$ cat config.mk
export PLATFORM = sky130hd
export DESIGN_NAME = entropy_collector
export DESIGN_NICKNAME = d
export VERILOG_FILES = /design/src/rtl/trng_pkg.sv /design/src/rtl/entropy_rep_test.sv /design/src/rtl/entropy_collector.sv
export SDC_FILE = /design/constraint.sdc
export NUM_CORES = 1
export LEC_CHECK = 0
export ABC_AREA = 1
export CAP_MARGIN = 40
export CORE_ASPECT_RATIO = 0.9
export CORE_UTILIZATION = 30
export CTS_BUF_LIST = sky130_fd_sc_hd__clkbuf_8 sky130_fd_sc_hd__clkbuf_16
export DETAILED_ROUTE_END_ITERATION = 10
export SLEW_MARGIN = 20
export SYNTH_ARGS = -nofsm -noshare
export SYNTH_HDL_FRONTEND = slang
export SYNTH_SLANG_ARGS = --single-unit
export TNS_END_PERCENT = 1
$ cat constraint.sdc
create_clock -name clk -period 3.4 [get_ports clk]
set_input_delay 0.51 -clock clk [delete_from_list [all_inputs] [get_ports clk]]
set_output_delay 0.51 -clock clk [all_outputs]
set_load 0.03 [all_outputs]
$ cat src/rtl/trng_pkg.sv
// Shared TRNG definitions: word width, collector defaults, FSM encoding.
// No ports; imported by the collector and its health test.
package trng_pkg;
  localparam int WORD_WIDTH    = 32;
  localparam int DEF_NUM_WORDS = 16;
  localparam int DEF_REP_LIMIT = 4;

  localparam logic [2:0] ST_IDLE    = 3'd0;
  localparam logic [2:0] ST_COLLECT = 3'd1;
  localparam logic [2:0] ST_ACK     = 3'd2;
  localparam logic [2:0] ST_DELIVER = 3'd3;
  localparam logic [2:0] ST_ERROR   = 3'd4;

  typedef enum logic [2:0] {
    IDLE    = ST_IDLE,
    COLLECT = ST_COLLECT,
    ACK     = ST_ACK,
    DELIVER = ST_DELIVER,
    ERROR   = ST_ERROR
  } state_t;
endpackage

$ cat src/rtl/entropy_rep_test.sv
// Repetition-count health test over accepted entropy words.
// Ports: clk, reset, clear, word_valid, word in; rep_ctr, error (sticky) out.
module entropy_rep_test
  import trng_pkg::*;
#(
  parameter int REP_LIMIT = DEF_REP_LIMIT
) (
  input  logic                  clk,
  input  logic                  reset,
  input  logic                  clear,
  input  logic                  word_valid,
  input  logic [WORD_WIDTH-1:0] word,
  output logic [7:0]            rep_ctr,
  output logic                  error
);

  logic [WORD_WIDTH-1:0] prev;
  logic [7:0]            ctr_next;

  // rep_ctr==0 marks "no previous word yet", so the first word counts 1.
  always_comb begin
    ctr_next = 8'd1;
    if (rep_ctr != 8'd0 && word == prev) begin
      ctr_next = (rep_ctr == 8'hFF) ? rep_ctr : rep_ctr + 8'd1;
    end
  end

  always_ff @(posedge clk) begin
    if (reset || clear) begin
      prev    <= '0;
      rep_ctr <= 8'd0;
      error   <= 1'b0;
    end else if (word_valid) begin
      prev    <= word;
      rep_ctr <= ctr_next;
      if (ctr_next >= 8'(REP_LIMIT)) begin
        error <= 1'b1;
      end
    end
  end

endmodule

$ cat src/rtl/entropy_collector.sv
// Entropy word collector: syn/ack capture, health test, block packing.
// Ports: entropy_* source handshake, block_* mixer handshake, status counters.
module entropy_collector
  import trng_pkg::*;
#(
  parameter int NUM_WORDS = DEF_NUM_WORDS,
  parameter int REP_LIMIT = DEF_REP_LIMIT
) (
  input  logic                            clk,
  input  logic                            reset,
  input  logic                            enable,
  input  logic                            entropy_enabled,
  input  logic                            entropy_syn,
  input  logic [WORD_WIDTH-1:0]           entropy_data,
  output logic                            entropy_ack,
  output logic                            block_syn,
  output logic [NUM_WORDS*WORD_WIDTH-1:0] block_data,
  input  logic                            block_ack,
  output logic [6:0]                      word_count,
  output logic [31:0]                     words_total,
  output logic                            health_error
);

  state_t     state;
  logic       offered;
  logic       capture;
  logic       rep_clear;
  logic [7:0] rep_ctr;

  assign offered   = entropy_syn && entropy_enabled;
  assign capture   = enable && (state == COLLECT) && offered;
  assign rep_clear = !enable || (state == IDLE);

  entropy_rep_test #(
    .REP_LIMIT(REP_LIMIT)
  ) u_rep (
    .clk       (clk),
    .reset     (reset),
    .clear     (rep_clear),
    .word_valid(capture),
    .word      (entropy_data),
    .rep_ctr   (rep_ctr),
    .error     (health_error)
  );

  always_ff @(posedge clk) begin
    if (reset) begin
      state       <= IDLE;
      entropy_ack <= 1'b0;
      block_syn   <= 1'b0;
      block_data  <= '0;
      word_count  <= 7'd0;
      words_total <= 32'd0;
    end else if (!enable) begin
      // Flush: drop any partial/undelivered block, keep the total.
      state       <= IDLE;
      entropy_ack <= 1'b0;
      block_syn   <= 1'b0;
      word_count  <= 7'd0;
    end else begin
      entropy_ack <= 1'b0;
      unique case (state)
        IDLE: begin
          word_count <= 7'd0;
          state      <= COLLECT;
        end
        COLLECT: begin
          if (offered) begin
            entropy_ack <= 1'b1;
            for (int i = 0; i < NUM_WORDS; i++) begin
              if (word_count == 7'(i)) begin
                block_data[WORD_WIDTH*i +: WORD_WIDTH] <= entropy_data;
              end
            end
            word_count  <= word_count + 7'd1;
            words_total <= words_total + 32'd1;
            state       <= ACK;
          end
        end
        ACK: begin
          // Syn is ignored here so the source can retire the acked word.
          if (rep_ctr >= 8'(REP_LIMIT)) begin
            state <= ERROR;
          end else if (word_count == 7'(NUM_WORDS)) begin
            block_syn <= 1'b1;
            state     <= DELIVER;
          end else begin
            state <= COLLECT;
          end
        end
        DELIVER: begin
          if (block_ack) begin
            block_syn  <= 1'b0;
            word_count <= 7'd0;
            state      <= COLLECT;
          end
        end
        ERROR: begin
          block_syn <= 1'b0;
        end
        default: begin
          state <= IDLE;
        end
      endcase
    end
  end

endmodule

==> results by stage, run 1 <==
Run status:
- The run finished with clean final reports.

Worst setup path:
- Data on the critical path is required at its endpoint by 2890 ps.
- The highest net fanout along the worst path is 10.
- The highest cell delay on the worst timing path is 810 ps.
- The slowest library cell on the worst path is sky130_fd_sc_hd__clkdlybuf4s50_1.
- The worst setup path is captured at an output pin.
- STA classifies the critical path startpoint as a flip-flop.
- The signal on the critical path passes through clkdlybuf4s50_1.
- The buffers plus inverters on the worst setup path is 1.
- By startpoint and endpoint, the worst setup path is classified as flip-flop to output pin.
- The family of cells with the greatest summed delay on the critical path is buffers and inverters.
- For the worst setup path, the data arrival time is 2030 ps.

Clock tree:
- The clock-pin slew on the worst setup and hold paths is 60 ps.
- After clock tree synthesis, the setup repair step added 0 buffers.
- The clock net sink count is 597.
- The maximum clock path buffer count is 3.
- After clock tree synthesis, the flow added hold-fix buffers numbering 0.
- The clock insertion delay at the later pin of the skew report is 600 ps.
- The clock buffer count from CTS is 69.
- The number of instances resized during post-cts repair is 0.
- The TritonCTS clock tree is yes.
- In this run the number of H-tree levels came out at 3.
- CTS placed an instance of sky130_fd_sc_hd__clkbuf_16 at the clock tree root.

GRT:
- The met2 track utilization from global routing is 0.342.
- The busiest layer in global routing is met2.
- The global-route total usage across every layer is 0.210.
- The pin count of the biggest net entering global routing is 81.
- The number of antenna violations at the first check in global routing was 7.
- The total global routing overflow is 0.
- The global-route wire length before repair is 122000 um.
- The number of global-route vias before repair is 18.2k.
- The met1 usage is 0.269.
- The global-route track usage on met3 is 0.0489.

Floorplanning:
- The width of the chip is 293 um.
- The number of primary I/O pins is 592.
- The placeable core area is 75000 um2.
- The number of standard-cell rows in the floorplan is 95.
- The effective utilization at floorplan is 0.305.
- The die extent in y is 264 um.
- The die covers 77300 um2.

Synthesis:
- The fraction of synthesized cell area taken by the top area cell type is 0.523.
- The total standard cell area after synthesis is 22900 um2.
- The fraction of the yosys area taken by sequential cells is 0.523.
- The register bit total from synthesis is 597.
- The unique cell type count in the Yosys netlist is 43.
- By area the synthesized netlist is led by sky130_fd_sc_hd__dfxtp_1 52%, sky130_fd_sc_hd__a21oi_1 12%, sky130_fd_sc_hd__o21ai_0 12%, sky130_fd_sc_hd__inv_1 9.3%, sky130_fd_sc_hd__clkbuf_1 3.1%.
- The most common cell in the netlist is sky130_fd_sc_hd__dfxtp_1.
- The count of mapped cells out of synthesis is 2934.
- The area share of xor/xnor cells in the synthesized design is 0.00996.
- The most common flop cell mapped by yosys is sky130_fd_sc_hd__dfxtp_1.
- The post-synth net total is 2979.
- Of the total synthesized cell area, the portion taken by AND, OR, NAND and NOR gates is 0.0767.
- In this run, synthesis inferred 0 flip-flops with an integrated enable.
- The area share of fa/ha/maj cells after synthesis is 0.00383.
- The largest family of logic cells by synthesized area is compound AO/OA/AOI/OAI gates.
- The share of synthesized registers carrying an async set or reset is 0.
- After synthesis, the most frequently instantiated cells are 597 x sky130_fd_sc_hd__dfxtp_1, 567 x sky130_fd_sc_hd__a21oi_1, 566 x sky130_fd_sc_hd__inv_1.
- The multiplexer share of the synthesized area is 0.
- Averaged over all synthesized cells, the footprint is 7.79 um2.
- For this run, the number of Yosys warnings is 0.
- The share of the synthesized area in compound gates (AO/OA/AOI/OAI) is 0.254.
- The synthesized design spends more area on one cell type than any other, namely sky130_fd_sc_hd__dfxtp_1.

Power:
- Summing internal, switching and leakage power gives 15.1 mW.
- For this design the static power due to leakage is 11.1 nW.
- Across the VDD grid, the largest voltage drop is 0.000359 V.
- The power density over cell area is 470 nW/um2.

Timing:
- The worst-case headroom to the max-slew limit is 0.497.
- The final worst clock skew is 16.2 ps.
- The total negative slack for setup checks is 0 ps.
- The highest clock frequency the design can meet is 393 MHz.
- The number of setup violations in the final report is 0.
- The post-route minimum period is 2540 ps.
- The number of failing hold endpoints at the final stage is 0.
- The post-route fraction of the period consumed by the critical path is 0.748.
- The count of pins over their slew limit was 0.
- The slew at the pin with the worst max-slew slack is 754 ps.
- Setup repair after global routing left no endpoint under its margin.

Cells and area:
- The filler cells instantiated in the layout total 7488.
- The synthesis-to-finish area growth is 40.6%.
- The final design instance area without fill is 32100 um2.
- The area taken by multi-input logic gates is 7900 um2.
- Registers take 12000 um2.
- In the final layout, the share of cells above drive strength 1 is 0.0639.
- The number of nets at the end of the flow is 3497.

Min path:
- The tightest min-delay check is of the flip-flop to flip-flop type.

Drt:
- The via count is 20.4k.
- The first-pass detailed-route iteration total is 5.
- After detailed routing, the number of remaining DRC violations is 0.
- The first routing iteration left 1299 violations.
- The per-cell routed wire length is 18.6 um.
- The routed design has 84300 um of wire.
- The remaining antenna violation count is 0.
- The vias per cell is 4.50.

Placement:
- The total half-perimeter wirelength after legalization and detailed placement is 58300 um.
- The congestion estimate from routability-driven global placement came to 0.814.
- After detailed placement, the total cell area comes to 29900 um2.
- In this run the tool buffered the top-level ports with 591 buffer cells.

Flow run:
- The number of max-cap violations is 0.
layer usage:
metal | part of all wire | routed length (um) | up-vias
li1 | - | - | 10500
met1 | 0.44 | 36700 | 9224
met2 | 0.46 | 39000 | 573
met3 | 0.067 | 5690 | 129
met4 | 0.034 | 2840 | 2
met5 | 0.00013 | 11 | -
state kept, by name, summed over array words and instances, names as in the netlist:
name / count
state: 3
words_total: 32
block_data: 512
u_rep.error: 1
u_rep.rep_ctr: 8
u_rep.prev: 32
entropy_ack: 1
block_syn: 1
word_count: 7
where the power goes:
part,switching [mW],leakage (nW),internal [mW]
clock network,3.08,1.18,4.29
logic,0.501,5.15,0.201
registers,0.0100,4.81,7.01
total,3.60,11.1,11.5
kinds of logic after synthesis:
group                    count (synthesis)
AND/OR/NAND/NOR                        360
buffers and inverters                  793
adder cells (fa/ha/maj)                  7
AO/OA/AOI/OAI                         1151
XOR/XNOR                                26
flip-flops                             597
tightest hold or removal path, delay by kind of cell, from the launching register on:
family,cells,cell delay [ps]
buffers and inverters,1,40
DFF,1,300
AOI/OAI and AO/OA,1,50
per-stage QoR:
stage	util	hold WS [ps]	setup slack, ps	std cells
after floorplan	-	443	1480	2934
after CTS	0.428	441	784	4522
after global placement	0.398	428	381	4399
after detailed placement	0.398	433	335	4399
after global routing	0.428	452	659	4523
final	0.428	439	856	4527
layout by cell type (no fill, tap or decap), types with 5 or more instances in the layout:
cell,count
sky130_fd_sc_hd__clkinv_2,6
sky130_fd_sc_hd__buf_4,59
sky130_fd_sc_hd__o21ai_0,545
sky130_fd_sc_hd__clkbuf_8,15
sky130_fd_sc_hd__nor2_2,5
sky130_fd_sc_hd__diode_2,5
sky130_fd_sc_hd__clkdlybuf4s50_1,591
sky130_fd_sc_hd__xor2_1,13
sky130_fd_sc_hd__inv_2,12
sky130_fd_sc_hd__nor2_4,5
sky130_fd_sc_hd__a21oi_1,567
sky130_fd_sc_hd__dfxtp_1,597
sky130_fd_sc_hd__nor3_1,20
sky130_fd_sc_hd__xnor2_1,13
sky130_fd_sc_hd__nand2_1,169
sky130_fd_sc_hd__a211oi_1,11
sky130_fd_sc_hd__nand3_4,9
sky130_fd_sc_hd__nor2_1,94
sky130_fd_sc_hd__ha_1,7
sky130_fd_sc_hd__nand3_1,22
sky130_fd_sc_hd__nand4_1,12
sky130_fd_sc_hd__clkbuf_16,69
sky130_fd_sc_hd__buf_12,10
sky130_fd_sc_hd__inv_1,585
sky130_fd_sc_hd__o21ai_1,21
layout make-up:
cell class | count | share of cell area
Clock buffer | 84 | 0.0602
Multi-Input combinational cell | 1544 | 0.246
Clock inverter | 39 | 0.0100
Inverter | 580 | 0.0680
Timing Repair Buffer | 660 | 0.204
Antenna cell | 5 | 0.000389
Tap cell | 1018 | 0.0396
Sequential cell | 597 | 0.372
worst paths after layout:
kind / slack, ps / start / depth (start not counted) / end
min: 440 / block_data[74]$_SDFFE_PP0P_ / 2 / block_data[74]$_SDFFE_PP0P_
max reg2reg: 900 / state[2]$_SDFFE_PP0P_ / 9 / block_data[396]$_SDFFE_PP0P_
max: 860 / word_count[3]$_SDFFE_PP0P_ / 1 / word_count[3]
min reg2reg: 440 / block_data[74]$_SDFFE_PP0P_ / 2 / block_data[74]$_SDFFE_PP0P_
No activity file was read; power rests on OpenSTA's default activity.
==> run 2: changes to the inputs <==
- clock period: 3.4 -> 2.4 ns (I/O delays scaled with it)
==> run 2 against run 1 <==
Wire length up 0.31%. Sequential cell count did not move. Clock skew down 2.8 ps. Hold slack got worse by 0.78 ps.
==> results by stage, run 2 (synthesis results as in run 1) <==
Drt:
- The post-route DRC violation count is 0.
- The number of design-rule violations left by the first detailed-router iteration is 1373.
- The per-cell routed wire length is 18.5 um.
- The remaining antenna violation count is 0.
- For this block, the via count after detailed routing is 20.5k.
- The sum of routed wire length over all layers is 84500 um.
- For this run, the detailed router's first-pass iteration total came to 5.
- After detailed routing, the number of vias per cell comes to 4.49.

Timing:
- The slew at the pin with the worst max-slew slack is 485 ps.
- Setup violations remaining at the end of the flow were counted as 0.
- The number of failing hold endpoints at the final stage is 0.
- Based on the critical path, the design can be clocked at up to 455 MHz.
- The final worst clock skew is 13.4 ps.
- Setup repair after global routing left no endpoint under its margin.
- The post-route minimum period is 2200 ps.
- The worst-case headroom to the max-slew limit is 0.676.
- The least setup slack across all paths after layout is 203 ps.
- For the final routed database, the setup TNS stands at 0 ps.
- The post-route fraction of the period consumed by the critical path is 0.916.
- The count of pins over their slew limit is 0.

Flow run:
- The number of max-cap violations is 0.

Placement:
- The count of buffers inserted at the top-level ports is 591.
- The HPWL after detailed placement is 59500 um.
- The global placement routability congestion is 0.848.
- The setup slack after placement is 16.4 ps.

Cells and area:
- The largest registers in the layout are block_data x512, u_rep.prev x32, words_total x32.
- The top cell types in the final layout, fill and taps aside, are 597 x sky130_fd_sc_hd__dfxtp_1, 590 x sky130_fd_sc_hd__clkdlybuf4s50_1, 577 x sky130_fd_sc_hd__inv_1, 567 x sky130_fd_sc_hd__a21oi_1, 545 x sky130_fd_sc_hd__o21ai_0.
- Counting flops per register, the top entry is block_data.
- Compared with the post-synthesis result, the final layout area differs by 42.7%.
- Of the cells placed in the final design, the portion with a size suffix greater than 1 is 0.0749.
- The number of nets at the end of the flow is 3534.
- The library cell used most frequently in the layout, excluding fill and tap cells, is sky130_fd_sc_hd__dfxtp_1.
- The number of flip-flops in the largest register is 512.

Floorplanning:
- The core region is 75000 um2.
- The effective utilization at floorplan is 0.305.
- The number of standard-cell rows in the floorplan is 95.
- The floorplan step set the die height to 264 um.
- The die covers 77300 um2.
- The number of primary I/O pins is 592.
- The die is 293 um wide.

Worst setup path:
- The highest net fanout along the worst path is 6.
- The slowest library cell on the worst path is sky130_fd_sc_hd__clkdlybuf4s50_1.
- By startpoint and endpoint, the worst setup path is classified as flip-flop to output pin.
- Together, buffers and inverters on the worst path number 1.
- The category of the worst setup path launch point is a flip-flop.
- For this run, the slowest stage of the critical path takes 790 ps.
- Data on the critical path is required at its endpoint by 2040 ps.
- The critical path goes through clkdlybuf4s50_1.
- The kind of capture point of the worst setup path is an output pin.
- The signal arrival time at the worst endpoint is 1840 ps.
- The family of cells with the greatest summed delay on the critical path is buffers and inverters.

GRT:
- The global-route total usage across every layer is 0.211.
- The number of global-route vias before repair came to 18.6k.
- The first global-routing pass estimated 123000 um of wire.
- The pin count of the biggest net entering global routing is 105.
- Global routing finished with a remaining overflow of 0.
- The number of antenna violations at the first check in global routing is 6.

Power:
- The leakage power is 11.4 nW.
- The maximum resistive drop on vdd is 0.000532 V.
- Power spread over the standard cell area amounts to 652 nW/um2.

Clock tree:
- Clock tree synthesis inserted a total of 67 buffers.
- The buffer cell driving the clock tree root is sky130_fd_sc_hd__clkbuf_16.
- The H-tree depth reported by CTS is 3.
- The clock-pin slew on the worst setup and hold paths is 60 ps.
- The clock passes through at most 3 buffers.
- Buffers added to address setup during post-CTS repair amount to 0.
- TritonCTS built the clock tree.
- The number of instances resized during post-cts repair is 1.
- The clock reaches the later pin of the worst-skew pair after 600 ps.
- For this design, the CTS-stage hold fixing added 0 buffers.
- The clock net sink count is 597.

Run status:
- The flow ran to the end, and the final reports show no timing, DRC or antenna violations.

Min path:
- The worst min-delay path class is flip-flop to flip-flop.
==> run 2: cell types whose count changed in the layout (fill, tap and decap cells not counted), moves of 2 or more <==
cell / delta
sky130_fd_sc_hd__buf_12: +19
sky130_fd_sc_hd__buf_4: +20
sky130_fd_sc_hd__clkbuf_16: -2
sky130_fd_sc_hd__clkbuf_8: +3
sky130_fd_sc_hd__clkinv_8: +2
sky130_fd_sc_hd__inv_1: -8
sky130_fd_sc_hd__inv_6: -2
==> run 2: worst paths after layout <==
kind         cells past startpoint                    startpoint                            to  slack, ps
min                              2  block_data[285]$_SDFFE_PP0P_  block_data[285]$_SDFFE_PP0P_        440
max                              1    word_count[2]$_SDFFE_PP0P_                 word_count[2]        200
min reg2reg                      2  block_data[285]$_SDFFE_PP0P_  block_data[285]$_SDFFE_PP0P_        440
max reg2reg                     11   words_total[0]$_SDFFE_PP0P_  words_total[26]$_SDFFE_PP0P_        410
==> run 2: per-layer routing <==
layer,track usage,routed length (um),up-vias,share of wire
li1,-,-,10500,-
met1,0.278,38100,9232,0.45
met3,0.0475,5340,108,0.063
met5,0,30,-,0.00035
met2,0.343,39000,585,0.46
met4,0.0617,2110,4,0.025
==> run 2: layout make-up <==
cell class | count | area [um2]
diodes | 5 | 12.5
clock buffers | 85 | 1920
clock inverters | 32 | 294
fillers | 7469 | 42400
inverters | 580 | 2180
multi-input cells | 1544 | 7900
flip-flops and latches | 597 | 12000
well taps | 1018 | 1270
repair buffers | 699 | 7090
==> run 2: worst reg2reg max path, stage by stage, from the launching register on <==
cell and delay, ps:
sky130_fd_sc_hd__dfxtp_1 460, sky130_fd_sc_hd__ha_1 190, sky130_fd_sc_hd__inv_1 60, sky130_fd_sc_hd__nor2_1 240, sky130_fd_sc_hd__nand3_4 130, sky130_fd_sc_hd__nor2_4 130, sky130_fd_sc_hd__nand2_2 90, sky130_fd_sc_hd__nor2_4 120
sky130_fd_sc_hd__nand3_2 130, sky130_fd_sc_hd__nor2_2 150, sky130_fd_sc_hd__xnor2_1 130, sky130_fd_sc_hd__nor2_1 50
==> run 2: power by group <==
group | internal [mW] | total (mW) | switching, mW | leakage, nW
combinational | 0.320 | 1.03 | 0.714 | 5.45
sequential | 9.93 | 9.94 | 0.0153 | 4.81
clock | 5.94 | 10.3 | 4.36 | 1.14
total | 16.2 | 21.3 | 5.09 | 11.4
==> run 2: metrics by stage <==
step	power, mW	util	hold WS [ps]	cell area (um2)	std cells
final	21.3	0.435	438	32600	4560
after CTS	21.5	0.435	421	32600	4555
after detailed placement	11.2	0.405	432	30400	4438
after global placement	11.2	0.405	429	30400	4438
after floorplan	10.7	-	443	22900	2934
after global routing	22.0	0.435	453	32600	4555
==> run 3: changes to the inputs <==
- CORE_ASPECT_RATIO: 0.9 -> 0.7
==> run 3 against run 2 <==
Combinational power up 7%. Count of clock-buffer cells in the layout down 15. Wire length up 2.9%. Register-to-register slack worse by 80 ps. Non-clock buffer count up 31. Fmax down 1.3%. Clock skew up 8.7 ps. Critical path depth unchanged. Hold slack worse by 360 ps. Total power down 1.4%. Largest cell class unchanged.
==> results by stage, run 3 (synthesis results as in run 1) <==
Run status:
- The flow ran to the end, and the final reports show no timing, DRC or antenna violations.

Worst setup path:
- On the worst path, the slowest cell contributes a delay of 740 ps.
- The category of the worst setup path launch point is a flip-flop.
- The type of the worst setup path is flip-flop to output pin.
- STA puts the critical path data required time at 2040 ps.
- The buffers plus inverters on the worst setup path is 1.
- In this design, the largest share of critical-path delay is due to buffers and inverters.
- The slowest stage of the critical path is the sky130_fd_sc_hd__clkdlybuf4s50_1 cell.
- Traced cell by cell, the critical path runs through clkdlybuf4s50_1.
- The signal arrival time at the worst endpoint is 1870 ps.
- The highest net fanout along the worst path is 6.
- STA classifies the critical path endpoint as an output pin.

Timing:
- Subtracting the final worst setup slack from the clock period gives 2230 ps.
- The number of failing hold endpoints at the final stage was 0.
- The highest clock frequency the design can meet is 449 MHz.
- The number of setup violations in the final report is 0.
- The hold slack is 74.3 ps.
- The count of pins over their slew limit is 0.
- Setup repair after global routing left no endpoint under its margin.
- Of the available clock period, the critical path in the final layout requires 0.928.
- For the pin with the worst max-slew slack, the measured transition is 528 ps.
- For the final database, setup skew stands at 22.1 ps.
- Headroom to the max-slew limit came out at 0.644.

Clock tree:
- Clock tree synthesis found a total of 597 sinks.
- The clock-pin slew on the worst setup and hold paths is 60 ps.
- The number of hold buffers added after CTS was 0.
- In this run the clock root is driven by a sky130_fd_sc_hd__clkbuf_16.
- The clock insertion delay at the later pin of the skew report is 630 ps.
- Clock tree synthesis inserted a total of 60 buffers.
- The H-tree depth reported by CTS is 2.
- The number of instances resized during post-cts repair is 0.
- The TritonCTS clock tree is yes.
- Post-CTS timing repair inserted 0 buffers for setup.
- The maximum clock path buffer count is 3.

Cells and area:
- The final-layout fill cell count is 7395.
- The largest registers in the layout are block_data x512, u_rep.prev x32, words_total x32.
- In the layout the commonest cells are 597 x sky130_fd_sc_hd__dfxtp_1, 589 x sky130_fd_sc_hd__clkdlybuf4s50_1, 582 x sky130_fd_sc_hd__inv_1, 567 x sky130_fd_sc_hd__a21oi_1, 545 x sky130_fd_sc_hd__o21ai_0.
- The register with the most flip-flops in the layout has 512 of them.
- Compared with the post-synthesis result, the final layout area differs by 42.8%.
- The most common cell after layout, fill and taps aside is sky130_fd_sc_hd__dfxtp_1.
- In the final layout, the share of cells above drive strength 1 is 0.0808.
- The register with the most flip-flops in the final layout is block_data.
- The number of nets at the end of the flow is 3558.
- Summing all non-filler instances in the final layout gives an area of 32600 um2.

GRT:
- The number of antenna violations at the first check in global routing was 5.
- The first global-routing pass estimated 124000 um of wire.
- The number of global-route vias before repair is 18.6k.
- The global-route total usage across every layer is 0.214.
- The total global routing overflow is 0.
- Entering global routing, the biggest net connects 65 pins.

Floorplanning:
- The width of the chip is 332 um.
- For this design the top-level I/O count stands at 592.
- The number of standard-cell rows in the floorplan is 84.
- The die extent in y is 233 um.
- The initial utilization of the core area, before any placement, comes to 0.304.
- The floorplan step defined a core boundary enclosing 75300 um2.
- The die area is 77300 um2.

Placement:
- The congestion estimate from routability-driven global placement came to 0.864.
- The total half-perimeter wirelength after legalization and detailed placement is 62200 um.
- The area after detailed placement is 30600 um2.
- Input and output buffers added on the ports amount to 591.

Drt:
- The first-pass detailed-route iteration total is 5.
- The post-route DRC violation count is 0.
- The final route contains 20.8k vias.
- The detailed router finished its first iteration with 1552 violations.
- The remaining antenna violation count is 0.
- The sum of routed wire length over all layers is 87000 um.
- The vias per cell is 4.57.
- In the final routed layout, each cell accounts on average for 19.1 um.

Power:
- Across the VDD grid, the largest voltage drop is 0.000521 V.
- The leakage power is 11.5 nW.
- The power density over cell area is 643 nW/um2.

Flow run:
- The number of max-cap violations is 0.

Min path:
- The worst min-delay path class is input pin to flip-flop.
[run 3: area by class of cell]
type	count	area, um2	share of cell area
Sequential cell	597	12000	0.366
Antenna cell	2	5.00	0.000153
Tap cell	989	1240	0.0379
Clock buffer	70	1640	0.0502
Timing Repair Buffer	730	7290	0.223
Inverter	580	2180	0.0669
Clock inverter	42	443	0.0136
Multi-Input combinational cell	1544	7890	0.242
[run 3: where the power goes]
| part | leakage (nW) | switching, mW | internal, mW | total (mW) |
|---|---|---|---|---|
| registers | 4.81 | 0.0152 | 9.92 | 9.94 |
| clock network | 1.08 | 4.20 | 5.73 | 9.93 |
| logic | 5.58 | 0.756 | 0.341 | 1.10 |
| total | 11.5 | 4.97 | 16.0 | 21.0 |
[run 3: path summary, 6_finish.rpt]
check | cells past startpoint | start | slack, ps | endpoint
setup / recovery | 1 | word_count[0]$_SDFFE_PP0P_ | 170 | word_count[0]
hold / removal | 3 | entropy_data[14] | 70 | block_data[142]$_SDFFE_PP0P_
setup reg to reg | 10 | state[2]$_SDFFE_PP0P_ | 330 | block_data[464]$_SDFFE_PP0P_
hold reg to reg | 2 | block_data[338]$_SDFFE_PP0P_ | 440 | block_data[338]$_SDFFE_PP0P_
[run 3: through the flow]
stage / util / setup TNS [ps] / setup WS (ps) / std cells / power (mW)
floorplan: - / 0 / 477 / 2934 / 10.7
detailed placement: 0.406 / -24.7 / -24.7 / 4440 / 11.3
finish: 0.434 / 0 / 173 / 4554 / 21.0
global route: 0.434 / 0 / 108 / 4552 / 21.6
global placement: 0.406 / -150 / -101 / 4440 / 11.3
CTS: 0.434 / 0 / 140 / 4552 / 21.2
[run 3: layer usage]
layer	track usage	vias to the layer above	share of wire
met4	0.0583	0	0.023
met2	0.337	641	0.45
met5	0	-	0
li1	-	10600	-
met1	0.296	9482	0.46
met3	0.0453	115	0.067
